`src/rtl/dev_bus_arbiter_pkg.sv`:
```
// Shared constants for the peripheral bus arbiter: FSM encodings, device window
// base, and the address fields used by the decoder.
package dev_bus_arbiter_pkg;

  localparam int          CP0_DEV_CNT  = 2;
  localparam logic [23:0] BUS_WIN_BASE = 24'h00007F;
  localparam int          BUS_IDX_LSB  = 4;
  localparam int          BUS_IDX_MSB  = 7;
  localparam int          BUS_WIN_LSB  = 8;

  typedef enum logic [1:0] {
    BUS_ST_IDLE   = 2'd0,
    BUS_ST_ACCESS = 2'd1,
    BUS_ST_RESP   = 2'd2
  } bus_state_e;

endpackage

```
`src/rtl/bus_addr_dec.sv`:
```
// Device window decoder: extracts the device index and flags whether the
// address falls inside the window and names an existing device.
module bus_addr_dec
  import dev_bus_arbiter_pkg::*;
#(
  parameter int          DEV_CNT  = CP0_DEV_CNT,
  parameter logic [23:0] WIN_BASE = BUS_WIN_BASE
) (
  input  logic [31:0] addr,
  output logic [3:0]  idx,
  output logic        hit
);

  assign idx = addr[BUS_IDX_MSB:BUS_IDX_LSB];
  assign hit = (addr[31:BUS_WIN_LSB] == WIN_BASE) && (int'(idx) < DEV_CNT);

endmodule

```
`src/rtl/dev_bus_arbiter.sv`:
```
// Two-master round-robin arbiter that sequences one device access at a time
// and returns a single-cycle ack with data or error to the granted master.
module dev_bus_arbiter
  import dev_bus_arbiter_pkg::*;
#(
  parameter int          DEV_CNT  = CP0_DEV_CNT,
  parameter logic [23:0] WIN_BASE = BUS_WIN_BASE,
  parameter int          TIMEOUT  = 15
) (
  input  logic                   clk,
  input  logic                   rst,
  input  logic                   m0_req,
  input  logic [31:0]            m0_addr,
  input  logic [31:0]            m0_wdata,
  input  logic                   m0_we,
  output logic                   m0_ack,
  output logic                   m0_err,
  output logic [31:0]            m0_rdata,
  input  logic                   m1_req,
  input  logic [31:0]            m1_addr,
  input  logic [31:0]            m1_wdata,
  input  logic                   m1_we,
  output logic                   m1_ack,
  output logic                   m1_err,
  output logic [31:0]            m1_rdata,
  output logic [DEV_CNT-1:0]     dev_sel,
  output logic [3:0]             dev_addr,
  output logic [31:0]            dev_wdata,
  output logic                   dev_we,
  input  logic [DEV_CNT-1:0]     dev_ack,
  input  logic [32*DEV_CNT-1:0]  dev_rdata,
  output logic                   busy
);

  localparam logic [7:0] TO_LAST = 8'(TIMEOUT - 1);

  bus_state_e state, state_nxt;
  logic        gnt, last_gnt;
  logic [7:0]  cnt, cnt_nxt;
  logic        err_q, err_nxt;
  logic [31:0] rdata_q, rdata_nxt;
  logic [3:0]  addr_q, idx_q;
  logic [31:0] wdata_q;
  logic        we_q;

  logic        sel_m1, capture, dec_hit, ack_hit, access, resp;
  logic [31:0] req_addr, req_wdata, rdata_sel;
  logic        req_we;
  logic [3:0]  dec_idx;
  logic [DEV_CNT-1:0] sel_vec;

  // m1 wins only when alone or when m0 was served last
  assign sel_m1    = m1_req && (!m0_req || !last_gnt);
  assign req_addr  = sel_m1 ? m1_addr  : m0_addr;
  assign req_wdata = sel_m1 ? m1_wdata : m0_wdata;
  assign req_we    = sel_m1 ? m1_we    : m0_we;

  bus_addr_dec #(.DEV_CNT(DEV_CNT), .WIN_BASE(WIN_BASE)) u_dec (
    .addr (req_addr),
    .idx  (dec_idx),
    .hit  (dec_hit)
  );

  always_comb begin
    sel_vec   = '0;
    rdata_sel = '0;
    for (int i = 0; i < DEV_CNT; i++) begin
      sel_vec[i] = (idx_q == 4'(i));
      if (sel_vec[i]) rdata_sel = dev_rdata[32*i +: 32];
    end
  end

  assign ack_hit = |(dev_ack & sel_vec);

  always_comb begin
    state_nxt = state;
    cnt_nxt   = cnt;
    err_nxt   = err_q;
    rdata_nxt = rdata_q;
    capture   = 1'b0;
    unique case (state)
      BUS_ST_IDLE: begin
        if (m0_req || m1_req) begin
          capture = 1'b1;
          if (dec_hit) begin
            state_nxt = BUS_ST_ACCESS;
            cnt_nxt   = '0;
          end else begin
            state_nxt = BUS_ST_RESP;
            err_nxt   = 1'b1;
            rdata_nxt = '0;
          end
        end
      end
      BUS_ST_ACCESS: begin
        cnt_nxt = cnt + 8'd1;
        // an ack landing on the final counted cycle still beats the timeout
        if (ack_hit) begin
          state_nxt = BUS_ST_RESP;
          err_nxt   = 1'b0;
          rdata_nxt = we_q ? 32'd0 : rdata_sel;
        end else if (cnt == TO_LAST) begin
          state_nxt = BUS_ST_RESP;
          err_nxt   = 1'b1;
          rdata_nxt = '0;
        end
      end
      BUS_ST_RESP: state_nxt = BUS_ST_IDLE;
      default:     state_nxt = BUS_ST_IDLE;
    endcase
  end

  always_ff @(posedge clk or posedge rst) begin
    if (rst) begin
      state    <= BUS_ST_IDLE;
      gnt      <= 1'b0;
      last_gnt <= 1'b1;
      cnt      <= '0;
      err_q    <= 1'b0;
    end else begin
      state <= state_nxt;
      cnt   <= cnt_nxt;
      err_q <= err_nxt;
      if (capture) gnt <= sel_m1;
      if (state == BUS_ST_RESP) last_gnt <= gnt;
    end
  end

  always_ff @(posedge clk) begin
    rdata_q <= rdata_nxt;
    if (capture) begin
      addr_q  <= req_addr[3:0];
      wdata_q <= req_wdata;
      we_q    <= req_we;
      idx_q   <= dec_idx;
    end
  end

  assign access    = (state == BUS_ST_ACCESS);
  assign resp      = (state == BUS_ST_RESP);
  assign busy      = access || resp;
  assign dev_sel   = access ? sel_vec : '0;
  assign dev_addr  = access ? addr_q  : 4'd0;
  assign dev_wdata = access ? wdata_q : 32'd0;
  assign dev_we    = access && we_q;

  assign m0_ack    = resp && !gnt;
  assign m0_err    = m0_ack && err_q;
  assign m0_rdata  = m0_ack ? rdata_q : 32'd0;
  assign m1_ack    = resp && gnt;
  assign m1_err    = m1_ack && err_q;
  assign m1_rdata  = m1_ack ? rdata_q : 32'd0;

endmodule
```
`config.mk`:
```
export PLATFORM = sky130hd
export DESIGN_NAME = dev_bus_arbiter
export DESIGN_NICKNAME = d
export VERILOG_FILES = /design/src/rtl/dev_bus_arbiter_pkg.sv /design/src/rtl/bus_addr_dec.sv /design/src/rtl/dev_bus_arbiter.sv
export SDC_FILE = /design/constraint.sdc
export NUM_CORES = 1
export LEC_CHECK = 0
export CORE_MARGIN = 5
export CORE_UTILIZATION = 41
export CTS_CLUSTER_DIAMETER = 200
export DETAILED_ROUTE_END_ITERATION = 16
export MAX_ROUTING_LAYER = met4
export PLACE_DENSITY = 0.87
export SLEW_MARGIN = 40
export SYNTH_ARGS = -nofsm -noshare
export SYNTH_HDL_FRONTEND = slang
export SYNTH_HIERARCHICAL = 1
export SYNTH_SLANG_ARGS = --single-unit
```
`constraint.sdc`:
```
create_clock -name clk -period 8.39 [get_ports clk]
set_input_delay 1.678 -clock clk [delete_from_list [all_inputs] [get_ports clk]]
set_output_delay 1.678 -clock clk [all_outputs]
set_load 0.05 [all_outputs]
```
==> results of run 1 <==
[final timing paths]
| check | to | startpoint |
|---|---|---|
| worst min-delay path | err_q$_DFFE_PP0P_ | err_q$_DFFE_PP0P_ |
| worst max-delay path | cnt[4]$_DFFE_PP0P_ | m1_req |
| min in group asynchronous | cnt[5]$_DFFE_PP0P_ | rst |
| worst min register to register | err_q$_DFFE_PP0P_ | err_q$_DFFE_PP0P_ |
| worst max register to register | cnt[4]$_DFFE_PP0P_ | last_gnt$_DFFE_PP1N_ |
| max in group asynchronous | gnt$_DFFE_PP0P_ | rst |
[layer usage]
metal | up-vias | GRT usage | part of all wire
met3 | 21 | 0.0807 | 0.12
met2 | 257 | 0.413 | 0.51
met4 | 0 | 0.0737 | 0.020
met1 | 2102 | 0.228 | 0.35
met5 | - | - | 0
li1 | 2189 | - | -
[layout make-up]
class	count	area share
flip-flops and latches	86	0.293
repair buffers	317	0.369
clock buffers	9	0.0262
well taps	168	0.0245
clock inverters	7	0.00713
inverters	5	0.00218
multi-input cells	312	0.278
[cell usage in the layout, fill, tap and decap left out, drive strengths merged, types with 4 or more instances in the layout]
cell / n
a22oi: 32
and2: 73
and3: 33
buf: 10
clkbuf: 9
clkdlybuf4s50: 307
dfrtp: 12
edfxtp: 73
ha: 5
inv: 10
mux2: 66
nand2: 10
nor2: 41
nor4: 4
o21ai: 8
[cells in the mapped netlist, types with 2 or more instances]
master and number:
dfrtp_1 12, clkbuf_1 16, nand2_1 10, and3_1 33
and2_1 73, ha_1 5, nor4b_2 2, buf_2 16
mux2_2 66, xor2_1 3, xnor2_1 2, a21oi_1 3
nor2b_1 3, nor2_1 41, a22oi_1 32, nor4_2 2
o21a_1 2, edfxtp_1 73, o211ai_1 2, buf_4 4
inv_1 5, nand3_1 2, nor3_1 2, o21ai_0 7
[where the power goes]
| part | switching [mW] | internal (mW) | leakage, nW |
|---|---|---|---|
| Sequential | 0.0701 | 0.628 | 0.876 |
| Combinational | 0.599 | 0.379 | 2.11 |
| Clock | 0.173 | 0.207 | 0.135 |
| Total | 0.842 | 1.21 | 3.12 |
[registers in the layout, summed over array words and instances (netlist names)]
register	cells
last_gnt	1
we_q	1
idx_q	4
addr_q	4
rdata_q	32
wdata_q	32
err_q	1
state	2
cnt	8
gnt	1
[worst max-delay path: stages]
cell and delay [ns]:
clkdlybuf4s50_1 0.55, a21boi_4 0.45, buf_8 0.24, mux2_2 0.35, nor4_1 0.40, nand3_1 0.15, nor2_1 0.34, o211a_1 0.29
o21ai_1 0.13, or3_2 0.46, a21oi_1 0.20
[through the flow]
| step | setup slack [ns] | hold WS (ns) | total power, mW | area (µm²) |
|---|---|---|---|---|
| finish | 3.37 | 0.547 | 2.06 | 8600 |
| global placement | 3.15 | 0.529 | 1.65 | 8240 |
| global route | 3.22 | 0.585 | 2.15 | 8600 |
| CTS | 3.29 | 0.553 | 2.07 | 8580 |
| detailed placement | 2.95 | 0.535 | 1.69 | 8290 |
| floorplan | 4.20 | 0.487 | 1.30 | 5050 |
[kinds of logic (layout without fill, tap and decap cells)]
group | after synthesis | in the layout | share of synthesized area
and+or+nand+nor | 179 | 179 | 0.209
AOI/OAI and AO/OA | 56 | 56 | 0.0854
xor gates and xnor gates | 5 | 5 | 0.00866
adders and majority gates | 5 | 5 | 0.0124
DFF | 86 | 86 | 0.498
muxes | 67 | 67 | 0.149
buffers and inverters | 41 | 338 | 0.0374
==> results.cfg, run 1 <==
[outcome]
status = finished clean

[floorplan]
rows = 40
die_h_um = 121
start_util = 0.419
pin_count = 308
core-area_um2 = 12100
die_area_um2 = 14600
die_x_um = 121

[global_route]
antenna_found_initial = 0
grt_overflow = 0
grtUsageTotal = 0.228
grt_max_degree = 40
grt_pass1_vias = 4811
grt_pass1_wl_um = 25000

[timing]
worst_slew_pin_slew_ns = 0.771
hold_violations = 0
clock_skew_ns = 0.00723
drv_slew = 0
fin_setup_tns_ns = 0
finalCritPeriodShare = 0.598
max_freq_ghz = 0.199
post-route-min-period_ns = 5.02
max-slew-margin-rel = 0.486
setup_viol = 0
rsz0062_at_grt = false

[pwr]
peakVddDrop_uv = 104
leakage_nw = 3.12
power.density_nw_per_um2 = 239

[worst_setup_path]
ff2ff_path_depth = 10
crit_path_end_kind = flop
crit_required_ns = 8.63
path_max_fanout = 20
crit_path_start_kind = primary input
ff2ff_setup_slack_ns = 4.96
cp.arrival_ns = 5.26
worstSetupPathType = primary input to flop

[placement]
dp_hpwl_um = 13700
place.gp.congestion = 0.836
dp.cells = 887
io_buffers = 307

[drt]
drc_errors = 0
wl_um = 17100
post_drt_wl_per_cell_um = 18.9
vias = 4569
via_per_inst = 5.05
detail_route.iter0.violations = 205
drt_pass1_iterations = 5
drtAntennaViolNets = 0

[clock_network]
insertion_delay_ns = 0.33
clock-sinks = 86
ctsHoldBuffers = 0
cts.clk_slew.worst_paths_ns = 0.07
cts_resized = 0
cts_made_buffers = 9
clock-root-buffer = clkbuf_16
htree_levels = 3
postCtsSetupBuffers = 0
cts_tree = yes
cts_buffer_depth = 2

[finish]
multi_input_area_um2 = 2390
utilization = 0.713
diodes = 0
seq_area_um2 = 2520
fill_cells = 834
nets = 936
drive_above_1_share = 0.148
area_growth_pct = 70.0
stdcell_count = 904

[synth]
synth-edff-count = 73
synth_warnings = 6
synth_cells = 439
synth_top_cell_area_share = 0.434
synth_nets = 644
synth_top_cell_by_area = edfxtp_1
synth_area_leaders = edfxtp_1, mux2_2, and2_1
ys_types = 47
synth_area_um2 = 5050
avgSynthCellArea_um2 = 11.5
synth_ff_type = edfxtp_1
yosysSeqAreaShare = 0.498
synth_seq_cells = 86
async_flop_share = 0.151

[job]
cap_violations = 0

[hold_path]
hold_path.class = flop to flop
holdPathStages = 1
Power figures use the tool's default switching activity.
==> inputs of run 2 (changes only) <==
--- a/config.mk
+++ b/config.mk
@@ -6,11 +6,11 @@
 export NUM_CORES = 1
 export LEC_CHECK = 0
 export CORE_MARGIN = 5
-export CORE_UTILIZATION = 41
+export CORE_UTILIZATION = 38
 export CTS_CLUSTER_DIAMETER = 200
 export DETAILED_ROUTE_END_ITERATION = 16
 export MAX_ROUTING_LAYER = met4
-export PLACE_DENSITY = 0.87
+export PLACE_DENSITY = 0.82
 export SLEW_MARGIN = 40
 export SYNTH_ARGS = -nofsm -noshare
 export SYNTH_HDL_FRONTEND = slang
==> constraint.sdc (replaced) <==
create_clock -name clk -period 4.97 [get_ports clk]
set_input_delay 0.994 -clock clk [delete_from_list [all_inputs] [get_ports clk]]
set_output_delay 0.994 -clock clk [all_outputs]
set_load 0.05 [all_outputs]
==> run 2 against run 1 <==
Effect of this change:
- non-clock buffer count rose by 3
- clock skew is 0.0021 ns lower
- via count increased by 0.50%
- critical path depth is the same
- count of clock-buffer cells in the layout up 1
- hold slack gained 0.0039 ns
- critical path type unchanged
==> results.cfg, run 2 (synthesized netlist as in run 1, its figures left out) <==
[global_route]
grt_overflow = 0
grtUsageTotal = 0.219
grt_max_degree = 38
grt_pass1_wl_um = 26400
grt_pass1_vias = 4975
antenna_found_initial = 0

[placement]
dp.cells = 899
place.gp.congestion = 0.870
dp_hpwl_um = 13900
io_buffers = 307

[timing]
finalCritPeriodShare = 0.821
drv_slew = 0
clock_skew_ns = 0.00516
hold_violations = 0
fin_setup_tns_ns = 0
worst_slew_pin_slew_ns = 0.643
rsz0062_at_grt = false
max_freq_ghz = 0.245
setup_viol = 0
max-slew-margin-rel = 0.572
post-route-min-period_ns = 4.08

[outcome]
status = finished clean

[clock_network]
ctsHoldBuffers = 0
cts_buffer_depth = 2
clock-root-buffer = clkbuf_16
htree_levels = 3
clock-sinks = 86
postCtsSetupBuffers = 0
cts_made_buffers = 9
cts_resized = 0
cts_tree = yes
insertion_delay_ns = 0.33
cts.clk_slew.worst_paths_ns = 0.06

[floorplan]
pin_count = 308
start_util = 0.385
die_x_um = 125
die_area_um2 = 15700
rows = 42
core-area_um2 = 13100
die_h_um = 125

[finish]
diodes = 0
top_regs = rdata_q x32, wdata_q x32, cnt x8
stdcell_count = 915
seq_area_um2 = 2520
drive_above_1_share = 0.150
nets = 939
layout_common_cells = clkdlybuf4s50_1, and2_1, edfxtp_1
multi_input_area_um2 = 2390
layout_commonest_cell = clkdlybuf4s50_1
area_growth_pct = 71.6
fill_cells = 996

[worst_setup_path]
worstSetupPathType = primary input to flop
path_max_fanout = 30
ff2ff_path_depth = 10
crit_required_ns = 5.22
cp.arrival_ns = 4.33
crit_path_start_kind = primary input
crit_path_end_kind = flop

[drt]
drt_pass1_iterations = 5
via_per_inst = 5.02
routed.top_layer = met4
drc_errors = 0
vias = 4592
wl_met3_um = 1840
drtAntennaViolNets = 0
met1_length_um = 6500
detail_route.iter0.violations = 188
wl_met2_um = 8700
wl_um = 17300
post_drt_wl_per_cell_um = 18.9

[pwr]
leakage_nw = 3.16
power.density_nw_per_um2 = 411
peakVddDrop_uv = 212

[hold_path]
holdPathStages = 1
hold_path.class = flop to flop

[job]
cap_violations = 0
run 2: cell count changes in the layout (fill, tap and decap cells not counted):
cell,before,now
inv_8,1,0
inv_6,4,0
o221a_4,0,1
buf_16,0,1
buf_6,1,0
buf_8,3,1
clkinv_2,0,2
buf_4,6,11
ha_2,1,0
ha_1,4,5
o221a_2,1,0
clkbuf_8,0,1
bufinv_16,0,2
run 2: worst max-delay path, stage by stage:
cell             delay (ns)
clkdlybuf4s50_1        0.55
a21boi_4               0.21
buf_4                  0.36
mux2_2                 0.40
nor4b_1                0.32
nand3_1                0.12
nor2_1                 0.31
o211a_1                0.29
o21ai_1                0.14
or3_2                  0.46
a21oi_1                0.17
run 2: area by class of cell:
| class | count | area share |
|---|---|---|
| repair buffers | 320 | 0.369 |
| flip-flops and latches | 86 | 0.291 |
| multi-input cells | 312 | 0.276 |
| clock buffers | 10 | 0.0276 |
| well taps | 176 | 0.0254 |
| clock inverters | 6 | 0.00981 |
| inverters | 5 | 0.00216 |
run 2: worst paths after layout:
| kind | startpoint | endpoint | slack, ns |
|---|---|---|---|
| max in group asynchronous | rst | gnt$_DFFE_PP0P_ | 3.59 |
| setup reg to reg | last_gnt$_DFFE_PP1N_ | cnt[4]$_DFFE_PP0P_ | 1.79 |
| setup / recovery | m1_req | cnt[4]$_DFFE_PP0P_ | 0.89 |
| min in group asynchronous | rst | cnt[5]$_DFFE_PP0P_ | 1.00 |
| hold reg to reg | err_q$_DFFE_PP0P_ | err_q$_DFFE_PP0P_ | 0.55 |
| hold / removal | err_q$_DFFE_PP0P_ | err_q$_DFFE_PP0P_ | 0.55 |
run 2: where the power goes:
part	leakage (nW)	switching (mW)	internal, mW	total [mW]
sequential	0.876	0.122	1.06	1.18
clock	0.154	0.274	0.452	0.726
combinational	2.13	1.00	0.654	1.66
total	3.16	1.40	2.17	3.57
run 2: metal layers:
| layer | global-route usage | up-vias |
|---|---|---|
| met3 | 0.0861 | 22 |
| met1 | 0.236 | 2138 |
| li1 | - | 2190 |
| met4 | 0.0510 | 0 |
| met5 | - | - |
| met2 | 0.381 | 242 |
run 2: metrics by stage:
| step | util | power (mW) | hold WS, ns | instance area, µm² | setup WS, ns |
|---|---|---|---|---|---|
| floorplan | - | 2.20 | 0.487 | 5050 | 1.46 |
| global placement | 0.630 | 2.80 | 0.532 | 8280 | 0.654 |
| detailed placement | 0.635 | 2.86 | 0.540 | 8340 | 0.555 |
| CTS | 0.660 | 3.59 | 0.554 | 8660 | 0.886 |
| global route | 0.660 | 3.72 | 0.574 | 8670 | 0.693 |
| finish | 0.660 | 3.57 | 0.551 | 8670 | 0.889 |
==> inputs of run 3 (changes only) <==
==> constraint.sdc (replaced) <==
create_clock -name clk -period 4 [get_ports clk]
set_input_delay 0.8 -clock clk [delete_from_list [all_inputs] [get_ports clk]]
set_output_delay 0.8 -clock clk [all_outputs]
set_load 0.05 [all_outputs]
==> run 3 against run 2 <==
Effect of this change:
- die area is the same
- cell area grew 2.8%
- power grew 28%
- core utilization grew 1.9 points
- combinational power grew 41%
- non-clock buffer count shrank 4
- register-to-register slack lost 0.82 ns
- via count shrank 0.22%
- critical path depth is the same
- clock skew grew 0.00093 ns
- global-route usage grew 0.83 points
- critical path type unchanged
- largest cell class unchanged
- largest power group unchanged
- highest routed layer unchanged
==> results.cfg, run 3 (synthesized netlist as in run 1, its figures left out) <==
[global_route]
grtUsageTotal = 0.227
grt_overflow = 0
grt_pass1_wl_um = 27400
grt_pass1_vias = 4963
antenna_found_initial = 1
grt_max_degree = 49

[floorplan]
die_x_um = 125
die_h_um = 125
start_util = 0.385
rows = 42
die_area_um2 = 15700
core-area_um2 = 13100
pin_count = 308

[timing]
rsz0062_at_grt = false
post-route-min-period_ns = 3.76
clock_skew_ns = 0.00609
finalCritPeriodShare = 0.939
drv_slew = 0
max-slew-margin-rel = 0.626
setup_viol = 0
fin_setup_tns_ns = 0
max_freq_ghz = 0.266
worst_slew_pin_slew_ns = 0.559
hold_violations = 0

[finish]
fill_cells = 969
layout_commonest_cell = clkdlybuf4s50_1
utilization = 0.679
nets = 935
top_regs = rdata_q x32, wdata_q x32, cnt x8
layout_common_cells = clkdlybuf4s50_1, and2_1, edfxtp_1
area_growth_pct = 76.4
drive_above_1_share = 0.188
final_area_um2 = 8920

[placement]
place.gp.congestion = 0.867
io_buffers = 307
dp_hpwl_um = 14000
place_area_um2 = 8640

[hold_path]
hold_path.class = flop to flop

[worst_setup_path]
worstSetupPathType = primary input to flop
cp.arrival_ns = 4.02
crit_path_end_kind = flop
crit_path_start_kind = primary input
ff2ff_setup_slack_ns = 0.97
path_max_fanout = 29
crit_required_ns = 4.26

[pwr]
leakage_nw = 3.28
peakVddDrop_uv = 315
p_total_mw = 4.57
power.density_nw_per_um2 = 513

[outcome]
status = finished clean

[clock_network]
clock-root-buffer = clkbuf_16
cts.clk_slew.worst_paths_ns = 0.06
insertion_delay_ns = 0.33
clock-sinks = 86
cts_buffer_depth = 2
cts_made_buffers = 9
cts_tree = yes
htree_levels = 3

[drt]
post_drt_wl_per_cell_um = 19.4
drc_errors = 0
wl_um = 17600
drt_pass1_iterations = 5
vias = 4582
detail_route.iter0.violations = 271
drtAntennaViolNets = 0
via_per_inst = 5.03

[job]
cap_violations = 0
[run 3: cell count changes in the layout (fill, tap and decap cells not counted), sizes merged]
cell / delta
buf: +30
clkinvlp: -2
clkbuf: +3
bufinv: -2
diode: +1
clkdlybuf4s50: -34
[run 3: through the flow]
| step | cells | worst slack (ns) | hold slack, ns |
|---|---|---|---|
| finish | 911 | 0.243 | 0.532 |
| global placement | 895 | 0.0183 | 0.509 |
| global route | 911 | 0.0925 | 0.605 |
| detailed placement | 895 | -0.156 | 0.520 |
| CTS | 910 | 0.209 | 0.533 |
| floorplan | 439 | 0.684 | 0.487 |
[run 3: area by class of cell]
cell class | count | area (µm²) | area share
antenna | 1 | 2.50 | 0.000281
clock buffer | 13 | 260 | 0.0292
clock inverter | 2 | 8.76 | 0.000982
inverter | 5 | 18.8 | 0.00210
multi-input combinational | 312 | 2390 | 0.269
sequential | 86 | 2520 | 0.283
tap | 176 | 220 | 0.0247
timing repair buffer | 316 | 3490 | 0.392
[run 3: final timing paths]
check,from,to,cells past startpoint
min,err_q$_DFFE_PP0P_,err_q$_DFFE_PP0P_,1
min in group asynchronous,rst,cnt[5]$_DFFE_PP0P_,2
min reg2reg,err_q$_DFFE_PP0P_,err_q$_DFFE_PP0P_,1
max in group asynchronous,rst,gnt$_DFFE_PP0P_,2
max reg2reg,last_gnt$_DFFE_PP1N_,cnt[4]$_DFFE_PP0P_,10
max,m1_req,cnt[4]$_DFFE_PP0P_,11
[run 3: what timing repair did]
action,4_1_cts,5_1_grt
gates resized for setup,0,1
hold buffers,0,0
setup buffers,0,0
setup endpoints to repair,0,1
[run 3: worst max-delay path, cell delays in order]
cell and delay [ns]:
clkdlybuf4s50_1 0.56, a21boi_4 0.27, buf_12 0.21, mux2_2 0.36, nor4b_1 0.34, nand3_1 0.17
nor2_2 0.25, o211a_1 0.28, o21ai_1 0.15, or3_2 0.48, a21oi_1 0.14
[run 3: metal layers]
metal | track usage | part of all wire
met1 | 0.249 | 0.37
met2 | 0.383 | 0.51
met3 | 0.0878 | 0.10
met4 | 0.0727 | 0.020
met5 | - | 0
[run 3: where the power goes]
part	internal, mW	switching, mW
logic	1.01	1.32
clock network	0.449	0.323
registers	1.32	0.150
total	2.78	1.79
